<file path="src/rtl/bcd_display_scanner_pkg.sv">
// Shared constants, types and helpers for the BCD display scanner slice.
// Contents: digit geometry, blank code, display limit, digit-index type,
// converter state enum and the per-nibble add-3 adjustment used by the
// double-dabble datapath.
package seg_display_pkg;

  localparam int         NUM_DIGITS  = 4;
  localparam int         DIGIT_W     = 4;
  localparam logic [3:0] BLANK_CODE  = 4'hF;
  localparam logic [13:0] MAX_DISPLAY = 14'd9999;

  typedef logic [1:0] digit_idx_t;

  typedef enum logic {
    ST_IDLE    = 1'b0,
    ST_CONVERT = 1'b1
  } conv_state_t;

  // Double-dabble correction: any BCD nibble of 5 or more gets +3 so the
  // following left shift carries correctly into the next decimal digit.
  function automatic logic [15:0] bcd_add3(input logic [15:0] bcd_in);
    logic [15:0] res;
    res = bcd_in;
    for (int i = 0; i < NUM_DIGITS; i++) begin
      if (bcd_in[i*4 +: 4] >= 4'd5) begin
        res[i*4 +: 4] = bcd_in[i*4 +: 4] + 4'd3;
      end else begin
        res[i*4 +: 4] = bcd_in[i*4 +: 4];
      end
    end
    return res;
  endfunction

endpackage

</file>
<file path="src/rtl/bcd_display_scanner_if.sv">
// Bus between a value producer and the BCD display scanner.
// Signals: value/load (producer -> scanner), busy/overflow (status back),
// number/anode_selector (multiplexed digit drive toward seven_segment).
// master = producer side, slave = scanner side.
interface bcd_display_scanner_if;
  logic [13:0] value;
  logic        load;
  logic        busy;
  logic        overflow;
  logic [3:0]  number;
  logic [1:0]  anode_selector;

  modport master (output value, load,
                  input  busy, overflow, number, anode_selector);
  modport slave  (input  value, load,
                  output busy, overflow, number, anode_selector);
endinterface

</file>
<file path="src/rtl/bcd_display_scanner_bin2bcd_seq.sv">
// Sequential double-dabble binary-to-BCD converter, one bit per clock.
// Ports: clk, rst_n (async active-low), start (capture bin when idle),
// bin[BIN_W-1:0], busy (conversion running), done (1-cycle pulse during the
// final cycle), bcd[15:0] (result, valid while done is high).
module bin2bcd_seq
  import seg_display_pkg::*;
#(
  parameter int BIN_W = 14
) (
  input  logic             clk,
  input  logic             rst_n,
  input  logic             start,
  input  logic [BIN_W-1:0] bin,
  output logic             busy,
  output logic             done,
  output logic [15:0]      bcd
);

  localparam int SHIFT_W = 4 * NUM_DIGITS + BIN_W;

  conv_state_t        state_r, state_next_s;
  logic [SHIFT_W-1:0] shift_r, shift_next_s, adj_s, shifted_s;
  logic [3:0]         cnt_r, cnt_next_s;
  logic               done_s;

  // One double-dabble step: add-3 on the BCD part, then shift everything left.
  always_comb begin
    adj_s     = {bcd_add3(shift_r[SHIFT_W-1 -: 16]), shift_r[BIN_W-1:0]};
    shifted_s = {adj_s[SHIFT_W-2:0], 1'b0};
  end

  // Next-state and datapath control for IDLE/CONVERT.
  always_comb begin
    state_next_s = state_r;
    shift_next_s = shift_r;
    cnt_next_s   = cnt_r;
    done_s       = 1'b0;
    case (state_r)
      ST_IDLE: begin
        if (start) begin
          shift_next_s = {{(4*NUM_DIGITS){1'b0}}, bin};
          cnt_next_s   = 4'd0;
          state_next_s = ST_CONVERT;
        end else begin
          state_next_s = ST_IDLE;
        end
      end
      ST_CONVERT: begin
        shift_next_s = shifted_s;
        cnt_next_s   = cnt_r + 4'd1;
        if (cnt_r == 4'(BIN_W - 1)) begin
          done_s       = 1'b1;
          state_next_s = ST_IDLE;
        end else begin
          state_next_s = ST_CONVERT;
        end
      end
      default: begin
        state_next_s = ST_IDLE;
      end
    endcase
  end

  // State and datapath registers; reset aborts any conversion in flight.
  always_ff @(posedge clk or negedge rst_n) begin
    if (!rst_n) begin
      state_r <= ST_IDLE;
      shift_r <= {SHIFT_W{1'b0}};
      cnt_r   <= 4'd0;
    end else begin
      state_r <= state_next_s;
      shift_r <= shift_next_s;
      cnt_r   <= cnt_next_s;
    end
  end

  assign busy = (state_r == ST_CONVERT);
  assign done = done_s;
  // The result is the post-shift value of the final step, so the parent can
  // commit on the same edge that ends the conversion.
  assign bcd  = shifted_s[SHIFT_W-1 -: 16];

endmodule

</file>
<file path="src/rtl/bcd_display_scanner.sv">
// Binary-to-4-digit display feeder: converts a loaded 14-bit value to BCD,
// commits it (with leading-zero blanking and overflow blanking) to a display
// register and scans the digits out one at a time at a fixed dwell.
// Ports: clk, rst_n (async active-low), bus (slave modport: value, load in;
// busy, overflow, number, anode_selector out).
module bcd_display_scanner
  import seg_display_pkg::*;
#(
  parameter int DIGIT_CYCLES  = 100000,
  parameter int BLANK_LEADING = 1,
  parameter int BIN_W         = 14
) (
  input logic                  clk,
  input logic                  rst_n,
  bcd_display_scanner_if.slave bus
);

  localparam int PRESC_W = (DIGIT_CYCLES > 1) ? $clog2(DIGIT_CYCLES) : 1;

  typedef logic [NUM_DIGITS-1:0][DIGIT_W-1:0] digits_t;

  logic               conv_busy_s, conv_done_s, start_s, adv_s, lead_zero_s;
  digits_t            bcd_s, commit_digits_s, digits_next_s, digits_r;
  logic               ovf_pend_r, overflow_r;
  logic [PRESC_W-1:0] presc_r;
  digit_idx_t         sel_r, sel_next_s;
  logic [3:0]         number_r;

  assign start_s    = bus.load & ~conv_busy_s;
  assign adv_s      = (presc_r == PRESC_W'(DIGIT_CYCLES - 1));
  assign sel_next_s = sel_r + 2'd1;

  bin2bcd_seq #(.BIN_W(BIN_W)) u_conv (
    .clk   (clk),
    .rst_n (rst_n),
    .start (start_s),
    .bin   (bus.value),
    .busy  (conv_busy_s),
    .done  (conv_done_s),
    .bcd   (bcd_s)
  );

  // Digits to commit: all blank on overflow, otherwise blank zeros above the
  // most significant non-zero digit (the ones digit is always shown).
  always_comb begin
    lead_zero_s     = 1'b1;
    commit_digits_s = bcd_s;
    if (ovf_pend_r) begin
      commit_digits_s = {NUM_DIGITS{BLANK_CODE}};
    end else if (BLANK_LEADING != 0) begin
      for (int i = NUM_DIGITS - 1; i >= 1; i--) begin
        lead_zero_s = lead_zero_s & (bcd_s[i] == 4'd0);
        if (lead_zero_s) begin
          commit_digits_s[i] = BLANK_CODE;
        end else begin
          commit_digits_s[i] = bcd_s[i];
        end
      end
    end else begin
      commit_digits_s = bcd_s;
    end
  end

  // Display contents as of the end of this cycle; the scan mux reads this so
  // a commit and a scan advance on the same edge show the new digit.
  always_comb begin
    if (conv_done_s) begin
      digits_next_s = commit_digits_s;
    end else begin
      digits_next_s = digits_r;
    end
  end

  // Display register, overflow capture at load and overflow flag at commit.
  always_ff @(posedge clk or negedge rst_n) begin
    if (!rst_n) begin
      digits_r   <= {NUM_DIGITS{BLANK_CODE}};
      ovf_pend_r <= 1'b0;
      overflow_r <= 1'b0;
    end else begin
      digits_r <= digits_next_s;
      if (start_s) begin
        ovf_pend_r <= (bus.value > MAX_DISPLAY);
      end
      if (conv_done_s) begin
        overflow_r <= ovf_pend_r;
      end
    end
  end

  // Free-running dwell prescaler and digit scan; number and index move together.
  always_ff @(posedge clk or negedge rst_n) begin
    if (!rst_n) begin
      presc_r  <= {PRESC_W{1'b0}};
      sel_r    <= 2'd0;
      number_r <= BLANK_CODE;
    end else if (adv_s) begin
      presc_r  <= {PRESC_W{1'b0}};
      sel_r    <= sel_next_s;
      number_r <= digits_next_s[sel_next_s];
    end else begin
      presc_r  <= presc_r + PRESC_W'(1);
    end
  end

  assign bus.busy           = conv_busy_s;
  assign bus.overflow       = overflow_r;
  assign bus.number         = number_r;
  assign bus.anode_selector = sel_r;

endmodule

</file>
<file path="src/flat_wrapper.sv">
// flat-port wrapper written by rule: the top's interface ports become plain ports
module bcd_display_scanner_flat import seg_display_pkg::*;
#(
  parameter int DIGIT_CYCLES  = 100000,
  parameter int BLANK_LEADING = 1,
  parameter int BIN_W         = 14
)
  (clk, rst_n, bus_value, bus_load, bus_busy, bus_overflow, bus_number, bus_anode_selector);
  bcd_display_scanner_if bus_i ();
  input logic clk;
  input logic rst_n;
  input wire logic [$bits(bus_i.value)-1:0] bus_value;
  input wire logic [$bits(bus_i.load)-1:0] bus_load;
  output wire logic [$bits(bus_i.busy)-1:0] bus_busy;
  output wire logic [$bits(bus_i.overflow)-1:0] bus_overflow;
  output wire logic [$bits(bus_i.number)-1:0] bus_number;
  output wire logic [$bits(bus_i.anode_selector)-1:0] bus_anode_selector;
  assign bus_i.value = bus_value;
  assign bus_i.load = bus_load;
  assign bus_busy = bus_i.busy;
  assign bus_overflow = bus_i.overflow;
  assign bus_number = bus_i.number;
  assign bus_anode_selector = bus_i.anode_selector;
  bcd_display_scanner #(.DIGIT_CYCLES(DIGIT_CYCLES), .BLANK_LEADING(BLANK_LEADING), .BIN_W(BIN_W)) u_core (.clk(clk), .rst_n(rst_n), .bus(bus_i));
endmodule
</file>
<file path="config.mk">
export PLATFORM = sky130hd
export DESIGN_NAME = bcd_display_scanner_flat
export DESIGN_NICKNAME = d
export VERILOG_FILES = /design/src/rtl/bcd_display_scanner_pkg.sv /design/src/rtl/bcd_display_scanner_if.sv /design/src/rtl/bcd_display_scanner_bin2bcd_seq.sv /design/src/rtl/bcd_display_scanner.sv /design/src/flat_wrapper.sv
export SDC_FILE = /design/constraint.sdc
export NUM_CORES = 1
export LEC_CHECK = 0
export CAP_MARGIN = 20
export CORE_MARGIN = 2
export CORE_UTILIZATION = 50
export DETAILED_ROUTE_END_ITERATION = 12
export GPL_TIMING_DRIVEN = 1
export PLACE_DENSITY = 0.69
export SYNTH_ARGS = -nofsm -noshare
export SYNTH_HDL_FRONTEND = slang
export SYNTH_SLANG_ARGS = --single-unit
</file>
<file path="constraint.sdc">
create_clock -name clk -period 2.7 [get_ports clk]
set_clock_uncertainty 0.05 [all_clocks]
set_input_delay 0.54 -clock clk [delete_from_list [all_inputs] [get_ports clk]]
set_output_delay 0.54 -clock clk [all_outputs]
set_load 0.05 [all_outputs]
</file>
Word level (Yosys, flattened, before mapping)

Cells that the tools add are included.

Order comparisons: 6
Bitwise operators: 4
Add/sub/neg operators: 7
Equal/unequal tests: 3
Reductions and logical operators: 3
Muxes and demuxes: 21

Operators by type and width:

| operator                | number |
|---|---|
| $pmux W30 S2            | 1 |
| $mux W16                | 2 |
| $mux W4                 | 8 |
| $mux W30                | 1 |
| $add A17 B1 Y17 const B | 1 |
| $eq A17 B17 Y1 const B  | 1 |
| $mux W17                | 1 |
| $ge A4 B3 Y1 const B    | 4 |
| $gt A14 B14 Y1 const B  | 1 |
| $add A4 B2 Y4 const B   | 3 |
| $logic_not A4 Y1        | 3 |
| $bmux W4 S2             | 1 |
| $pmux W4 S2             | 1 |
| $add A4 B1 Y4 const B   | 1 |
| $eq A4 B4 Y1 const B    | 1 |
| $mux W1                 | 4 |
| $add A3 B2 Y3 const B   | 1 |
| $and A1 B1 Y1           | 3 |
| $lt A2 B3 Y1 const B    | 1 |
| $mux W3                 | 1 |
| $add A2 B1 Y2 const B   | 1 |
| $ne A2 B1 Y1 const B    | 1 |
| $pmux W1 S2             | 1 |
| $not A1 Y1              | 1 |

Bits of input ports: 17
Bits in registers: 76
Word-level logic and storage cells: 56
Output and inout port bits: 8

Longest topological paths before layout

Depth in word-level cells: 10
Gate-level depth with buffers: 10
Depth with buffers taken out: 8

Cells and area by module

From an unflattened synthesis, not the netlist that was laid out.

Cell total of the unflattened synthesis: 447
Area, all modules: 4352.9 um2

Modules (own cells, without submodules):

| module              | area each (um2) | cells each | sequential area each (um2) | times used |
|---|---|---|---|---|
| bin2bcd_seq         | 2222.1          | 243        | 875.8                      | 1 |
| bcd_display_scanner | 2130.8          | 204        | 1051.0                     | 1 |

Least setup slack after synthesis

OpenSTA, ideal clock, no wires.

Path kind: reg2reg
Start: register u_core.u_conv.shift_r[26]
End: register u_core.number_r[3] (netlist: u_core.bus.number[3])
Library setup time: 81 ps
Path buffers: 0
Cell stages (with the launch flop): 8
Period minus slack after synthesis: 2177 ps
Arrival: 2046 ps
Path slack: 523 ps
Required time: 2569 ps
Cells stage by stage: dfrtp_1 > ha_1 > nand2b_1 > a2111oi_4 > o211ai_2 > nor4_4 > a211oi_1 > o211ai_1

Word-level cells in the longest chain between the ends: 10
Elaborated cells on any way between the ends: 13
Those cells by class: add/sub: 1; order compare: 1; mux: 8; bitwise: 2; reduce/logical: 1

RTL lines:

| item                                          | line                                                         | RTL |
|---|---|---|
| start, declared                               | bcd_display_scanner_bin2bcd_seq.sv:22                        | `logic [SHIFT_W-1:0] shift_r, shift_next_s, adj_s, shifted_s;` |
| start signal, assigned                        | bcd_display_scanner_bin2bcd_seq.sv:68                        | `shift_r <= {SHIFT_W{1'b0}};` |
| start signal, assigned                        | bcd_display_scanner_bin2bcd_seq.sv:72                        | `shift_r <= shift_next_s;` |
| $ge A4 B3 Y1 or $add A3 B2 Y3 (tied branches) | bcd_display_scanner_pkg.sv:25, bcd_display_scanner_pkg.sv:26 |  |
| $mux W3 *                                     | bcd_display_scanner_pkg.sv:25                                | `if (bcd_in[i*4 +: 4] >= 4'd5) begin` |
| $logic_not A4 Y1                              | bcd_display_scanner.sv:52                                    | `lead_zero_s = lead_zero_s & (bcd_s[i] == 4'd0);` |
| $and A1 B1 Y1 (2 in a row)                    | bcd_display_scanner.sv:52                                    |  |
| $mux W4                                       | bcd_display_scanner.sv:53                                    | `if (lead_zero_s) begin` |
| $mux W16 *                                    | bcd_display_scanner.sv:48                                    | `if (ovf_pend_r) begin` |
| $mux W16 *                                    | bcd_display_scanner.sv:67                                    | `if (conv_done_s) begin` |
| $bmux W4 S2 *                                 | bcd_display_scanner.sv:100                                   | `number_r <= digits_next_s[sel_next_s];` |
| $mux W4 (not written as such) *               | bcd_display_scanner.sv:100                                   |  |
| end signal, assigned                          | bcd_display_scanner.sv:100                                   |  |
| end, declared                                 | bcd_display_scanner.sv:27                                    | `logic [3:0] number_r;` |

Every way passes the cells marked *; elsewhere a longest branch is shown, timed or not. The select of a mux whose other input is x is not followed.
A chain may end at the register's enable or synchronous reset.

==> results by group <==
Run status
  • Status: complete, no violations

Clocking
  • Clock Latency Late Sink: 0.35 ns
  • TritonCTS clock tree: done
  • Root Driver: clkbuf_8
  • H-tree lvl count: 3
  • CTS Buf Count: 9
  • Sink Count: 76
  • Post-CTS Setup Bufs: 0
  • Clock transition at the registers of the reported paths: 0.08 ns
  • Max clock buf depth: 2
  • Post_cts resized: 0
  • Hold buffer count at CTS: 0

Global route
  • Total track usage: 19.3%
  • Global-route wire length before repair: 13500 um
  • Vias in the first global route: 2900
  • Initial antenna violation count: 0
  • GRT Residual Overflow: 0
  • Largest net degree at the start of global routing: 60

Logic synthesis
  • Mapped Avg Cell Area: 9.99 sq um
  • Syn nets: 434
  • Mapped Area: 0.00406 sq mm
  • Synthesized flop and latch total: 76
  • Seq/Total Area, Yosys: 47.5%
  • Count of different cell masters after synthesis: 49
  • EDFF count, synth: 0
  • Post-synth top flop: dfrtp_1
  • Ys async rst share: 100%
  • Yosys Warn Count: 0
  • Syn Inst Count: 406

Power
  • Pwr/cell area: 973 mW/mm^2
  • Leak: 2.00 nW
  • Total power: 0.00451 W
  • VDD IR max: 0.410 mV

Worst setup path
  • Critical Path Max Stage Delay: 0.47 ns
  • Crit. End Element: flip-flop
  • Crit path cell chain: inv_1 > ha_1 > nand2b_1 > a2111oi_4 > o211ai_2 > nor4_4 > nor2_1 > a21oi_1
  • Critical path's slowest cell: dfrtp_1
  • Crit Path Category: flip-flop to flip-flop
  • CP Launch Type: flip-flop
  • CP max FO: 9
  • CP required: 2.92 ns
  • CP arrival: 2.68 ns

STA
  • Fin crit share: 91.2%
  • Unrepaired setup endpoints after global routing: no
  • Final hold vios: 0
  • Minimum clock period: 2.46 ns
  • # setup viols final: 0
  • Setup TNS: 0 ns
  • Highest Clock Rate: 0.406 GHz
  • Max Transition Viols Final: 0
  • Worst-Margin Slew: 0.668 ns
  • Worst slew margin: 55.5%

Finish
  • Register area: 0.00193 sq mm
  • Final #Nets: 461
  • Layout cells sized above 1: 14.4%
  • Area used by multi-input combinational logic: 0.00201 sq mm
  • Fin area: 0.00464 sq mm
  • Synth-to-layout area growth: 14.4%
  • Filler cells: 667
  • Antenna cell count: 0

Routing
  • Post-Route WL: 7980 um
  • Post-DRT Antenna Nets: 0
  • Wire length per cell: 14.8 um
  • DRC errors left: 0
  • DR pass1 iterations: 4
  • Via density per instance: 5.55
  • Detailed Route Iter0 Violations: 121
  • Via count: 2996

Placed design
  • Buffers on Ports: 24
  • DP Area: 0.00444 sq mm
  • Hpwl dp: 5560 um
  • GP Congestion: 0.849

Floorplanning
  • Die X-Extent: 94.1 um
  • I/O Pins: 25
  • Initial Utilization: 52.0%
  • Core Area: 0.00781 sq mm
  • Die footprint: 0.00885 sq mm
  • Cell row count: 32
  • Die height: 94.1 um

Run
  • Max Cap Violations: 0

Min path
  • Hold WC Path Type: primary input to asynchronous set/reset pin
[placed cells by master, fill, tap and decap left out, drive strengths merged, types with 4 or more instances in the layout]
master	instances
nand3	12
o211ai	7
dfrtp	56
buf	13
dfstp	20
o21ai	26
nor2	36
a211oi	7
nand4	7
xor2	6
inv	11
mux2	4
o21a	4
nand2b	22
xnor2	14
nand2	29
clkdlybuf4s50	22
o31ai	10
clkbuf	11
mux2i	28
a21oi	26
nor2b	4
and2	5
nor3b	8
ha	11
[critical path: cells and delay by family, from the launching register on]
kind | cells | cell delay [ns]
AOI/OAI and AO/OA | 3 | 0.80
and+or+nand+nor | 3 | 0.74
DFF | 1 | 0.47
adders and majority gates | 1 | 0.22
buffers and inverters | 1 | 0.10
[worst paths after layout]
check                                          start                   to  slack, ns  cells past startpoint
setup / recovery           u_core.u_conv.shift_r[26]  u_core.digits_r[11]       0.24                      8
hold / removal                                 rst_n   u_core.presc_r[12]       0.17                      1
hold reg to reg                    u_core.presc_r[0]    u_core.presc_r[0]       0.43                      1
max in group asynchronous                      rst_n   u_core.digits_r[4]       1.79                      2
min in group clk                   u_core.presc_r[0]    u_core.presc_r[0]       0.43                      1
setup reg to reg           u_core.u_conv.shift_r[26]  u_core.digits_r[11]       0.24                      8
[state kept, by name, summed over array words and instances, names as in the netlist]
signal	count
u_core.bus.anode_selector	2
u_core.bus.number	4
u_core.bus.overflow	1
u_core.digits_r	16
u_core.ovf_pend_r	1
u_core.presc_r	17
u_core.u_conv.busy	1
u_core.u_conv.cnt_r	4
u_core.u_conv.shift_r	30
[routing by layer]
| layer | global-route usage [%] | vias to the layer above | routed length [um] |
|---|---|---|---|
| met1 | 26.3 | 1424 | 3810 |
| met4 | 6.16 | 0 | 122 |
| met5 | 0 | - | 0 |
| met2 | 30.3 | 56 | 3720 |
| li1 | - | 1505 | - |
| met3 | 4.98 | 11 | 329 |
[cell families after synthesis]
| logic type | count (synthesis) | synth area share [%] |
|---|---|---|
| xor gates and xnor gates | 20 | 4.32 |
| muxes | 32 | 8.02 |
| AOI/OAI and AO/OA | 95 | 15.1 |
| DFF | 76 | 47.5 |
| adders and majority gates | 11 | 3.39 |
| buffers and inverters | 30 | 2.96 |
| and+or+nand+nor | 142 | 18.7 |
[where the power goes]
group	switching (W)	internal [W]
combinational	0.00105	0.000736
sequential	0.000268	0.00158
clock	0.000430	0.000454
[through the flow]
stage	std cells	hold slack (ns)	setup slack, ns	util (%)
after floorplan	406	0.194	0.523	-
after global placement	524	0.403	0.338	56.8
after detailed placement	524	0.422	0.252	56.8
after CTS	540	0.185	0.227	59.4
after global routing	540	0.223	0.0398	59.4
final	540	0.173	0.237	59.4
[area by class of cell]
type	instances	area share, %
Clock inverter	5	1.32
Timing Repair Buffer	35	7.12
Tap cell	102	2.75
Inverter	11	0.890
Clock buffer	11	3.05
Sequential cell	76	41.5
Multi-Input combinational cell	300	43.3
[Yosys cell counts, types with 12 or more instances]
cell	number	area, sq um
a21oi_1	25	125
dfrtp_1	56	1400
dfstp_2	20	526
mux2i_1	28	280
nand2_1	29	109
nand2b_1	22	138
nand3_1	12	60.1
nor2_1	36	135
o21ai_0	26	130
xnor2_1	14	123
(Power assumes the default switching activity.)
